`src/rtl/ctrl_pipe_regs.sv`:
```
// E/M/W control-word pipeline with per-stage stall/flush/bubble handling and the divide stall sequencer.
// Optional macro CTRL_PIPE_PC_EN adds a PC that travels alongside the control bundle.
module ctrl_pipe_regs #(
    parameter int CTRL_W  = 18,
    parameter int DIV_LAT = 32     // legal range 1..255
) (
    input  logic              clk,
    input  logic              rst,
    input  logic [CTRL_W-1:0] ctrlD,
    input  logic              validD,
    input  logic              flushE,
    input  logic              flush_all,
    input  logic              mem_stall,
    input  logic              div_startE,
`ifdef CTRL_PIPE_PC_EN
    input  logic [31:0]       pcD,
    output logic [31:0]       pcE,
    output logic [31:0]       pcM,
    output logic [31:0]       pcW,
`endif
    output logic [CTRL_W-1:0] ctrlE,
    output logic [CTRL_W-1:0] ctrlM,
    output logic [CTRL_W-1:0] ctrlW,
    output logic              validE,
    output logic              validM,
    output logic              validW,
    output logic              stallD,
    output logic              div_busy,
    output logic              div_done
);

    typedef enum logic [1:0] {
        DIV_IDLE = 2'd0,
        DIV_BUSY = 2'd1,
        DIV_DONE = 2'd2
    } divState_e;

    localparam logic [7:0] DIV_RELOAD = 8'(DIV_LAT - 1);

    divState_e  divState, divStateNext;
    logic [7:0] divCnt, divCntNext;
    logic       divStart;
    logic       stallE;
    logic       stallM;

    assign stallE = div_busy | mem_stall;
    assign stallM = mem_stall;
    assign stallD = div_busy | mem_stall;

    // ---------------- divide sequencer ----------------
    always_ff @(posedge clk or negedge rst) begin
        if (!rst) begin
            divState <= DIV_IDLE;
            divCnt   <= 8'd0;
        end else begin
            divState <= divStateNext;
            divCnt   <= divCntNext;
        end
    end

    always_comb begin
        divStateNext = divState;
        divCntNext   = divCnt;
        divStart     = 1'b0;
        unique case (divState)
            DIV_IDLE: begin
                // A bubble in E never starts the divider, even if the decode bit is stale.
                divStart = div_startE & validE & ~flush_all;
                if (divStart) begin
                    divStateNext = DIV_BUSY;
                    divCntNext   = DIV_RELOAD;
                end
            end
            DIV_BUSY: begin
                if (flush_all) begin
                    divStateNext = DIV_IDLE;
                    divCntNext   = 8'd0;
                end else if (divCnt == 8'd0) begin
                    divStateNext = DIV_DONE;
                end else begin
                    divCntNext = divCnt - 8'd1;
                end
            end
            DIV_DONE: begin
                // Leave only when E actually advances; an exception also releases it.
                if (!mem_stall || flush_all) begin
                    divStateNext = DIV_IDLE;
                end
            end
            default: begin
                divStateNext = DIV_IDLE;
                divCntNext   = 8'd0;
            end
        endcase
    end

    assign div_busy = divStart | (divState == DIV_BUSY);
    assign div_done = (divState == DIV_DONE);

    // ---------------- E stage ----------------
    always_ff @(posedge clk or negedge rst) begin
        if (!rst) begin
            ctrlE  <= '0;
            validE <= 1'b0;
        end else if (flush_all) begin
            ctrlE  <= '0;
            validE <= 1'b0;
        end else if (stallE) begin
            ctrlE  <= ctrlE;
            validE <= validE;
        end else if (flushE) begin
            ctrlE  <= '0;
            validE <= 1'b0;
        end else begin
            ctrlE  <= ctrlD;
            validE <= validD;
        end
    end

    // ---------------- M stage ----------------
    always_ff @(posedge clk or negedge rst) begin
        if (!rst) begin
            ctrlM  <= '0;
            validM <= 1'b0;
        end else if (flush_all) begin
            ctrlM  <= '0;
            validM <= 1'b0;
        end else if (stallM) begin
            ctrlM  <= ctrlM;
            validM <= validM;
        end else if (stallE) begin
            ctrlM  <= '0;
            validM <= 1'b0;
        end else begin
            ctrlM  <= ctrlE;
            validM <= validE;
        end
    end

    // ---------------- W stage (never stalls) ----------------
    always_ff @(posedge clk or negedge rst) begin
        if (!rst) begin
            ctrlW  <= '0;
            validW <= 1'b0;
        end else if (flush_all || stallM) begin
            ctrlW  <= '0;
            validW <= 1'b0;
        end else begin
            ctrlW  <= ctrlM;
            validW <= validM;
        end
    end

`ifdef CTRL_PIPE_PC_EN
    // PCs mirror the control-bundle rules exactly so W always carries the EPC of its instruction.
    always_ff @(posedge clk or negedge rst) begin
        if (!rst) begin
            pcE <= 32'h0;
            pcM <= 32'h0;
            pcW <= 32'h0;
        end else if (flush_all) begin
            pcE <= 32'h0;
            pcM <= 32'h0;
            pcW <= 32'h0;
        end else begin
            if (stallE)      pcE <= pcE;
            else if (flushE) pcE <= 32'h0;
            else             pcE <= pcD;

            if (stallM)      pcM <= pcM;
            else if (stallE) pcM <= 32'h0;
            else             pcM <= pcE;

            if (stallM)      pcW <= 32'h0;
            else             pcW <= pcM;
        end
    end
`endif

endmodule

```
`config.mk`:
```
export PLATFORM = sky130hd
export DESIGN_NAME = ctrl_pipe_regs
export DESIGN_NICKNAME = d
export VERILOG_FILES = /design/src/rtl/ctrl_pipe_regs.sv
export SDC_FILE = /design/constraint.sdc
export NUM_CORES = 1
export LEC_CHECK = 0
export BUFFER_PORTS_ARGS = -buffer_cell sky130_fd_sc_hd__buf_2
export CORE_MARGIN = 2
export CORE_UTILIZATION = 30
export DETAILED_ROUTE_END_ITERATION = 8
export PLACE_DENSITY = 0.53
export SLEW_MARGIN = 5
export SYNTH_ARGS = -nofsm -noshare
export SYNTH_HDL_FRONTEND = slang
export SYNTH_SLANG_ARGS = --single-unit
```
`constraint.sdc`:
```
create_clock -name clk -period 1.8 [get_ports clk]
set_input_delay 0.18 -clock clk [delete_from_list [all_inputs] [get_ports clk]]
set_output_delay 0.18 -clock clk [all_outputs]
set_load 0.1 [all_outputs]
```
* Word level (Yosys, flattened, before mapping)
Index checks and enable logic that the tools add are counted.
Cells by class: divide/modulo/power cells 0, bitwise logic cells 6, add/subtract/negate cells 1, multiplexer cells 24, shifts and indexed selects 0, eq/ne operators 8, order comparisons 0, reductions and logical operators 7, multipliers 0
Operators by type and width (number):
- 18-bit two-way mux | 7
- 8-bit two-way mux | 3
- 8-bit one-hot mux with 3 select lines | 1
- 8-bit zero test | 1
- 1-bit two-way mux | 8
- 2-bit two-way mux | 4
- 8-bit by 1-bit subtractor with 8-bit output (second input constant) | 1
- 2-bit != test (second input constant) | 3
- 3-bit != test (second input constant) | 2
- 2-bit one-hot mux with 3 select lines | 1
- 3-bit AND reduction | 2
- 1-bit bitwise AND | 2
- 2-bit by 1-bit equality test with 1-bit output (second input constant) | 1
- 2-bit equality test (second input constant) | 1
- 2-bit zero test | 1
- 1-bit logical OR | 2
- 2-bit by 1-bit != test with 1-bit output (second input constant) | 1
- 1-bit NOT | 2
- 1-bit bitwise OR | 2
- 1-bit zero test | 1
Storage, ports and cells: logic and storage cells 54, latch bits 0, memory bits (writable) 0, output and inout port bits 60, memories 0, input bits 25, flip-flop bits (word level) 67, bits in read-only memories 0

* Longest topological paths before layout
Gate-level depths: netlist (run 1).
depth in word-level cells 8, depth in mapped cells 7, mapped depth without buffers 6

* Worst setup path after synthesis (run 1)
OpenSTA, ideal clock, no wires.
path type reg2out, start register validE, end output port stallD, required time 1620 ps, setup slack -1751 ps, arrival 3371 ps, path buffers 0, cell stages (with the launch flop) 4, cell sequence dfrtp_1 nand3b_1 a21oi_1 or2_2
Between the ends: cells in the longest elaborated chain, start to end 5
RTL lines:
- start, declared | line 24 | output logic validE,
- start signal, assigned | line 110 | validE <= validE;
- start signal, assigned | line 116 | validE <= validD;
- 1-bit bitwise AND (2 in a row) | line 68 | divStart = div_startE & validE & ~flush_all;
- 1-bit two-way mux | line 65 | unique case (divState)
- 1-bit bitwise OR | line 97 | assign div_busy = divStart | (divState == DIV_BUSY);
- via div_busy | line 28 | output logic div_busy,
- 1-bit bitwise OR | line 48 | assign stallD = div_busy | mem_stall;
- end, declared | line 27 | output logic stallD,
The timed path passes the listed nets, and every way through them passes these cells.

* Worst setup path in the final report (run 1)
start register divCnt[1], end register divCnt[6]
Between the ends: cells in the longest elaborated chain, start to end 4, elaborated cells between the ends (all ways) 7, those cells by class 1 x add/sub; 1 x eq/ne; 3 x mux; 2 x reduce/logical
RTL lines:
- start, declared | line 41 | logic [7:0] divCnt, divCntNext;
- start signal, assigned | line 57 | divCnt <= divCntNext;
- 8-bit by 1-bit subtractor with 8-bit output | line 81 | divCntNext = divCnt - 8'd1;
- 8-bit two-way mux | line 78 | end else if (divCnt == 8'd0) begin
- 8-bit two-way mux | line 75 | if (flush_all) begin
- 8-bit one-hot mux with 3 select lines | line 65
Parallel ways exist; a longest one is shown, timed or not. The select of a mux whose other input is x is not followed. A chain may end at the register's enable or synchronous reset.

==> results of run 1 <==
per-layer routing:
layer	up-vias	share of wire, %
met5	-	0
met4	0	1.9
met3	11	5.1
met2	70	49
met1	950	43
li1	928	-
layout make-up:
cell class | instances | area (um2)
fillers | 792 | 4800
flip-flops and latches | 67 | 1680
multi-input cells | 117 | 873
repair buffers | 96 | 558
clock buffers | 11 | 151
well taps | 105 | 131
clock inverters | 5 | 85.1
inverters | 6 | 22.5
flip-flops by register name, summed over array words and instances, names as in the netlist:
name and count:
ctrlE 18, ctrlM 18, ctrlW 18, divCnt 8, divState 2, validE 1
validM 1, validW 1
cell families after synthesis:
family          after synthesis  share of synthesized area, %
flops                        67                          64.4
compound gates               61                          18.7
simple gates                 53                          11.8
buf+inv                      19                          3.84
mux                           2                         0.817
fa+ha+maj                     1                         0.480
worst max-delay path by stage:
stage	from	endpoint	cells past startpoint
6_report	divCnt[1]$_DFFE_PN0P_	divCnt[6]$_DFFE_PN0P_	6
4_1_cts	divCnt[0]$_DFFE_PN0P_	divCnt[6]$_DFFE_PN0P_	6
5_1_grt	divCnt[0]$_DFFE_PN0P_	divCnt[6]$_DFFE_PN0P_	6
3_3_place_gp	divCnt[0]$_DFFE_PN0P_	divCnt[1]$_DFFE_PN0P_	6
3_5_place_dp	divCnt[0]$_DFFE_PN0P_	divCnt[1]$_DFFE_PN0P_	6
2_1_floorplan	validE$_DFFE_PN0P_	ctrlE[10]$_DFFE_PN0P_	6
worst max-delay path, delay by kind of cell (launching register included):
kind                     cells  cell delay (ns)
AND/OR/NAND/NOR              3             0.92
flip-flops                   1             0.41
adder cells (fa/ha/maj)      1             0.19
AO/OA/AOI/OAI                1             0.08
buffers and inverters        1             0.07
power breakdown:
part           switching, mW  internal, mW  total (mW)
Combinational          0.388         0.143       0.531
Sequential            0.0826          1.58        1.66
Clock                  0.578         0.860        1.44
placed cells by master, fill, tap and decap left out, types with 4 or more instances in the layout:
cell type	instances
buf_2	81
dfrtp_1	65
a22o_1	39
and2_1	19
clkbuf_8	11
buf_4	11
nor2_1	8
inv_1	6
nand2_1	6
o21ai_0	4
o22ai_1	4
what timing repair did:
item	CTS	global route
hold buffers	1	0
buffers inserted	0	2
endpoints found under the setup margin	3	5
hold endpoints to repair	18	0
resized for setup	3	4
gates cloned	0	0
pin swaps	0	0
==> results.cfg, run 1 <==
[outcome]
outcome = completed

[layout]
fin_cells = 407
drive_gt1_share_pct = 41.4
nets = 323
final_core_util_pct = 42.2
antenna_cells = 0
final_area_mm2 = 0.00350
area_delta_synth_final_pct = 34.5

[grt]
grt_max_degree = 30
top_usage_layer = met2
met1_usage_pct = 17.3
use_met2_pct = 22.7
grt_antenna_before_repair = 0
grt_pass1_vias = 1967
grt_overflow = 0
met3_usage_pct = 4.75
grt_pass1_wl_um = 10400
grt_use_total_pct = 14.0

[timing]
final.min_clock_period_ns = 1.74
setup_ws_ns = 0.0618
hold_viol_final = 0
fin_skew_ns = 0.00777
rsz0062_at_grt = yes
setup_tns_ns = 0
tightestPinTransition_ns = 0.968
fmax_ghz = 0.575
slew_violations = 0
final.period_utilization_pct = 96.6
relSlewSlack_pct = 35.2
hold_slack_ns = 0.0515
setup_viol = 0

[yosys]
synth_seq_area_share_pct = 64.4
avgSynthCellArea_um2 = 12.8
synth_seq_cells = 67
synthTopCellsByCount = 67 x dfrtp_1, 39 x a22o_1, 19 x and2_1
syn-num-nets = 229
synth-async-reset-ratio_pct = 100
yosys_warnings = 0
syn_area_mm2 = 0.00260
synth_flop_cell = dfrtp_1
synth_most_common_cell = dfrtp_1
synthCells = 203
yosys-top-cells-area = dfrtp_1 64%, a22o_1 13%, and2_1 4.6%, nor2_1 1.2%, or4_1 1.2%
synth_edf_count = 0
synth_top_area_cell = dfrtp_1
synth_top_area_share_pct = 64.4
ys_types = 35

[route]
drc = 0
dr.first_iter.drc_count = 63
dr_total_vias = 1959
final_antenna_net_count = 0
wirelength_um = 6560
viasPerCell = 4.81
wl_per_cell_um = 16.1
first_pass_iters = 4

[floorplanning]
placement_rows = 33
die_y_um = 97.2
fp.dieW_um = 97.2
start_util_pct = 31.4
dieArea_mm2 = 0.00944
io_pins = 85
core_mm2 = 0.00830

[worst_setup_path]
r2r_slack_ns = 0.06
crit_chain = inv_1, ha_2, nand2b_1, or4_4, or4_1, o21ai_1
rr_endpoint = divCnt[6]$_DFFE_PN0P_
rr_startpoint = divCnt[1]$_DFFE_PN0P_
rr_worst_depth = 6
cp.required_ns = 2.07
crit_path_start_kind = register
end_kind = register
cp_max_fo = 4
cpPeakStageDelay_ns = 0.42
cp.arrival_ns = 2.01
critPathSlowestCell = or4_4
crit_type = register to register

[power_and_ir_drop]
p_leak_nw = 1.86
powerDensity_mw_per_mm2 = 1040
power.total_mw = 3.63
ir_worst_vdd_mv = 0.390

[hold_path]
holdPathEnd = ctrlE[4]$_DFFE_PN0P_
hold-path-cell-count = 2
hold_start = ctrlD[4]
hp-class = primary input to register

[placement]
gp_congestion = 0.886
dpl_cell_area_mm2 = 0.00322
hpwl_um = 4540
placed_cells = 388
portBuffers = 84
place_ws_ns = 0.0284

[cts]
clk_pin_slew_worst_paths_ns = 0.07
clkLatencyLatePin_ns = 0.34
cts_made_buffers = 9
h-tree-depth = 3
clockRootBuffer = clkbuf_8
cts_num_sinks = 67
clockBufferDepth = 2
tritoncts = done

[run]
drv_cap = 0
Note: power is estimated with default switching activity, not from simulation.
==> run 2: changes to the inputs <==
==> constraint.sdc (replaced) <==
create_clock -name clk -period 1.75 [get_ports clk]
set_input_delay 0.175 -clock clk [delete_from_list [all_inputs] [get_ports clk]]
set_output_delay 0.175 -clock clk [all_outputs]
set_load 0.1 [all_outputs]
==> run 2 against run 1 <==
Net effect: global-route usage rose by 0.14 points; first-iteration DRC count is 35% lower; sequential share of layout area up 0.14 points; register-to-register slack barely moved; total power shrank 3.1%; utilization decreased by 0.15 points; routed wire length is 0.88% lower; critical path depth unchanged; hold slack better by 0.0056 ns; die area unchanged; clock skew shrank 0.00090 ns; maximum frequency up 3.0%; critical path type unchanged.
==> results.cfg, run 2 (synthesis gave the netlist of run 1 again) <==
[outcome]
outcome = completed

[floorplanning]
start_util_pct = 31.4
fp.dieW_um = 97.2
dieArea_mm2 = 0.00944
placement_rows = 33
io_pins = 85
core_mm2 = 0.00830
die_y_um = 97.2

[placement]
dpl_cell_area_mm2 = 0.00325
hpwl_um = 4580
placed_cells = 392
place_ws_ns = -0.0292
gp_congestion = 0.877
portBuffers = 84

[layout]
layout_commonest_cell = buf_2
drive_gt1_share_pct = 41.4
nets = 326
most-common-layout-cells = 81 x buf_2, 66 x dfrtp_1, 39 x a22o_1
top_regs = ctrlE (18), ctrlM (18), ctrlW (18)
area_delta_synth_final_pct = 34.0
fin_cells = 409
final_core_util_pct = 42.1
antenna_cells = 0
fillers = 806
final_area_mm2 = 0.00349

[timing]
fin_skew_ns = 0.00687
final.period_utilization_pct = 96.4
fmax_ghz = 0.593
setup_tns_ns = 0
relSlewSlack_pct = 36.4
hold_viol_final = 0
setup_viol = 0
setup_ws_ns = 0.0626
slew_violations = 0
final.min_clock_period_ns = 1.69
tightestPinTransition_ns = 0.950

[route]
maxUsedRoutingLayer = met4
wl_met2_um = 3140
final_antenna_net_count = 0
dr_total_vias = 1966
dr.first_iter.drc_count = 41
met1_length_um = 2860
drc = 0
wirelength_um = 6500
first_pass_iters = 4
viasPerCell = 4.81
wl_met3_um = 339
wl_per_cell_um = 15.9

[grt]
grt_pass1_vias = 2037
grt_use_total_pct = 14.2
grt_overflow = 0
grt_pass1_wl_um = 10600
grt_max_degree = 43
grt_antenna_before_repair = 0

[cts]
tritoncts = done
h-tree-depth = 3
cts_num_sinks = 67
clockBufferDepth = 2
cts_made_buffers = 9
clkLatencyLatePin_ns = 0.33
clockRootBuffer = clkbuf_8
clk_pin_slew_worst_paths_ns = 0.07

[worst_setup_path]
crit_type = register to register
crit_path_start_kind = register
rr_worst_depth = 6
r2r_slack_ns = 0.06
crit_path_end = divCnt[6]$_DFFE_PN0P_
end_kind = register
startpoint = divCnt[0]$_DFFE_PN0P_
rr_startpoint = divCnt[0]$_DFFE_PN0P_
cp.required_ns = 2.01
cp.arrival_ns = 1.94
cp_max_fo = 3
rr_endpoint = divCnt[6]$_DFFE_PN0P_

[run]
drv_cap = 0

[hold_path]
hold_start = ctrlD[16]
hp-class = primary input to register

[power_and_ir_drop]
power_frac_comb_pct = 15.7
power.switching_mw = 1.05
powerDensity_mw_per_mm2 = 1010
ir_worst_vdd_mv = 0.365
p_leak_nw = 1.85
pwr-share-seq_pct = 48.5
clkPwrFrac_pct = 35.8
swShare_pct = 29.9
power.internal_mw = 2.46
run 2: routing by layer:
layer,vias to the layer above,track usage (%)
li1,938,-
met1,967,17.2
met2,48,23.0
met3,13,4.89
met4,0,5.85
met5,-,0
run 2: power groups by stage:
stage,clock (mW),combinational [mW],sequential (mW)
floorplan,0,0.171,1.92
global placement,0,0.535,1.72
detailed placement,0,0.542,1.72
CTS,1.29,0.544,1.69
global route,1.36,0.590,1.71
finish,1.26,0.553,1.70
run 2: how the worst min path moves through the flow:
stage | to | slack, ns | cells past startpoint
final | ctrlE[16]$_DFFE_PN0P_ | 0.06 | 2
after global routing | ctrlE[12]$_DFFE_PN0P_ | 0.04 | 2
after floorplan | ctrlE[0]$_DFFE_PN0P_ | -0.12 | 0
after detailed placement | ctrlE[10]$_DFFE_PN0P_ | 0.07 | 1
after global placement | ctrlE[14]$_DFFE_PN0P_ | 0.07 | 1
after CTS | ctrlE[17]$_DFFE_PN0P_ | 0.04 | 2
run 2: metrics by stage:
stage                     hold WS [ns]  total power [mW]
after floorplan                 -0.121              2.09
after global placement          0.0667              2.26
after detailed placement        0.0701              2.26
after CTS                       0.0380              3.53
after global routing            0.0434              3.66
final                           0.0570              3.51
run 2: repair_timing:
| item | 4_1_cts | 5_1_grt |
|---|---|---|
| setup endpoints to repair | 1 | 7 |
| endpoints found under the hold margin | 9 | 0 |
| buffers inserted | 0 | 1 |
| gates resized for setup | 1 | 7 |
| hold buffers | 1 | 0 |
run 2: final cells by class:
cell class                      instances  area (um2)  share of cell area, %
Multi-Input combinational cell        117         883                   25.3
Timing Repair Buffer                   99         581                   16.6
Sequential cell                        67        1680                   48.1
Clock inverter                          4        51.3                   1.47
Inverter                                6        22.5                  0.645
Tap cell                              105         131                   3.76
Clock buffer                           11         141                   4.05
run 2: worst max-delay path: stages (launching register included):
cell	delay, ns
dfrtp_1	0.41
inv_2	0.09
ha_4	0.14
nand2b_1	0.07
or4_4	0.42
or4_1	0.41
o21ai_1	0.08
==> run 3: changes to the inputs <==
--- a/config.mk
+++ b/config.mk
@@ -8,6 +8,7 @@
 export BUFFER_PORTS_ARGS = -buffer_cell sky130_fd_sc_hd__buf_2
 export CORE_MARGIN = 2
 export CORE_UTILIZATION = 30
+export CTS_BUF_LIST = sky130_fd_sc_hd__clkbuf_4
 export DETAILED_ROUTE_END_ITERATION = 8
 export PLACE_DENSITY = 0.53
 export SLEW_MARGIN = 5
==> constraint.sdc (replaced) <==
create_clock -name clk -period 1.7 [get_ports clk]
set_input_delay 0.17 -clock clk [delete_from_list [all_inputs] [get_ports clk]]
set_output_delay 0.17 -clock clk [all_outputs]
set_load 0.1 [all_outputs]
==> run 3 against run 2 <==
Net effect: the flow now finishes with violations (setup timing); sequential power increased by 4%; sequential share of layout area decreased by 3.2 points; hold slack got worse by 0.018 ns; worst setup slack got worse by 0.067 ns; critical path depth unchanged; cell count increased by 6.1%; total power increased by 3.1%; clock skew increased by 0.0077 ns; global-route usage increased by 0.26 points; clock-buffer cell count decreased by 1; critical endpoint unchanged.
==> results.cfg, run 3 (synthesis gave the netlist of run 1 again) <==
[run]
drv_cap = 0

[grt]
grt_antenna_before_repair = 0
grt_use_total_pct = 14.4
grt_pass1_vias = 2112
grt_max_degree = 54
grt_overflow = 0
grt_pass1_wl_um = 10800

[power_and_ir_drop]
power.internal_mw = 2.50
clkPwrFrac_pct = 33.3
ir_worst_vdd_mv = 0.347
powerDensity_mw_per_mm2 = 969
pwr-share-seq_pct = 48.7
p_leak_nw = 1.96
power.switching_mw = 1.12
power_frac_comb_pct = 18.0
swShare_pct = 31.0

[hold_path]
hp-class = primary input to register

[worst_setup_path]
cp_max_fo = 3
cp.arrival_ns = 2.04
critPathSlowestCell = or4_4
crit_path_start_kind = register
end_kind = register
cpPeakStageDelay_ns = 0.42
cp.required_ns = 2.03
critPathBufInv = 1
cp_top_family = simple AND/OR/NAND/NOR gates
crit_chain = inv_2, ha_4, nand2b_4, or4_4, or4_1, o21ai_1
crit_type = register to register

[cts]
clk_pin_slew_worst_paths_ns = 0.12
h-tree-depth = 3
tritoncts = done
clockRootBuffer = clkbuf_4
cts_num_sinks = 67
cts_made_buffers = 9
clkLatencyLatePin_ns = 0.40
clockBufferDepth = 2

[timing]
rsz0062_at_grt = yes
setup_ws_ns = -0.00422
hold_viol_final = 0
hold_slack_ns = 0.0391
setup_viol = 1
fin_skew_ns = 0.0145
fmax_ghz = 0.587
final.min_clock_period_ns = 1.70
slew_violations = 0
relSlewSlack_pct = 39.7
final.period_utilization_pct = 100
tightestPinTransition_ns = 0.901

[layout]
layout_commonest_cell = buf_2
most-common-layout-cells = 81 x buf_2, 66 x dfrtp_1, 39 x a22o_1
drive_gt1_share_pct = 41.3
top_regs = ctrlE (18), ctrlM (18), ctrlW (18)
antenna_cells = 0
final_area_mm2 = 0.00374
nets = 350
area_delta_synth_final_pct = 43.6

[placement]
gp_congestion = 0.836
portBuffers = 84
hpwl_um = 4540
dpl_cell_area_mm2 = 0.00327

[floorplanning]
io_pins = 85
die_y_um = 97.2
fp.dieW_um = 97.2
dieArea_mm2 = 0.00944
core_mm2 = 0.00830
placement_rows = 33
start_util_pct = 31.4

[route]
dr_total_vias = 2062
met1_length_um = 2960
dr.first_iter.drc_count = 48
wl_met2_um = 3320
viasPerCell = 4.75
first_pass_iters = 4
final_antenna_net_count = 0
wl_per_cell_um = 15.4
wirelength_um = 6700
maxUsedRoutingLayer = met4
drc = 0
wl_met3_um = 263

[outcome]
violations = setup timing
outcome = complete, but fails checks
==> run 3: cell types whose count changed in the layout (fill, tap and decap cells not counted), moves of 2 or more <==
cell and change:
inv_1 -2, clkbuf_8 -10, clkbuf_4 +9, inv_2 +2, buf_4 +4, dlygate4sd3_1 +19
==> run 3: per-stage QoR <==
| step | setup TNS, ns | util, % | worst slack (ns) | total power, mW | std cells |
|---|---|---|---|---|---|
| after floorplan | -7.25 | - | -0.401 | 2.15 | 203 |
| after global placement | 0 | 39.4 | 0.0123 | 2.34 | 393 |
| after detailed placement | -0.267 | 39.4 | -0.0831 | 2.34 | 393 |
| after CTS | -0.0675 | 44.3 | -0.0340 | 3.61 | 433 |
| after global routing | -0.101 | 45.1 | -0.0587 | 3.77 | 434 |
| final | -0.00422 | 45.1 | -0.00422 | 3.62 | 434 |
==> run 3: final timing paths <==
| path | startpoint | slack (ns) | cells past startpoint | to |
|---|---|---|---|---|
| max | divCnt[0]$_DFFE_PN0P_ | -0.004 | 6 | divCnt[6]$_DFFE_PN0P_ |
| min | flush_all | 0.04 | 2 | divState[0]$_DFFE_PN0P_ |
| max reg2reg | divCnt[0]$_DFFE_PN0P_ | -0.004 | 6 | divCnt[6]$_DFFE_PN0P_ |
| min reg2reg | ctrlE[2]$_DFFE_PN0P_ | 0.52 | 1 | ctrlM[2]$_DFFE_PN0N_ |
| max in group asynchronous | rst | 0.89 | 3 | ctrlM[5]$_DFFE_PN0N_ |
| min in group asynchronous | rst | 0.20 | 2 | divState[0]$_DFFE_PN0P_ |
==> run 3: final cells by class <==
cell class | instances | area [um2]
Clock buffer | 10 | 75.1
Tap cell | 105 | 131
Multi-Input combinational cell | 117 | 917
Fill cell | 809 | 4560
Sequential cell | 67 | 1680
Inverter | 6 | 22.5
Timing Repair Buffer | 123 | 825
Clock inverter | 6 | 88.8
==> run 3: what timing repair did <==
action                                  in CTS  in global routing
buffers inserted                             5                  1
hold buffers                                20                  0
endpoints found under the hold margin       33                  0
gates resized for setup                      5                 11
gates cloned                                 0                  0
endpoints found under the setup margin       9                 19
pin swaps                                    3                  3
==> run 3: worst register-to-register path: stages (launching register included) <==
cell and delay, ns:
dfrtp_1 0.41, inv_2 0.08, ha_4 0.15, nand2b_4 0.06, or4_4 0.42, or4_1 0.42, o21ai_1 0.10
==> run 3: routing by layer <==
metal | vias to the layer above | GRT usage, %
li1 | 989 | -
met1 | 1007 | 18.4
met3 | 14 | 3.17
met5 | - | 0
met4 | 0 | 7.37
met2 | 52 | 23.0
==> run 3: power by group through the flow <==
stage / clock (mW) / combinational [mW] / sequential (mW)
floorplan: 0 / 0.176 / 1.97
global placement: 0 / 0.571 / 1.77
detailed placement: 0 / 0.577 / 1.77
CTS: 1.24 / 0.624 / 1.74
global route: 1.30 / 0.692 / 1.78
finish: 1.21 / 0.652 / 1.76
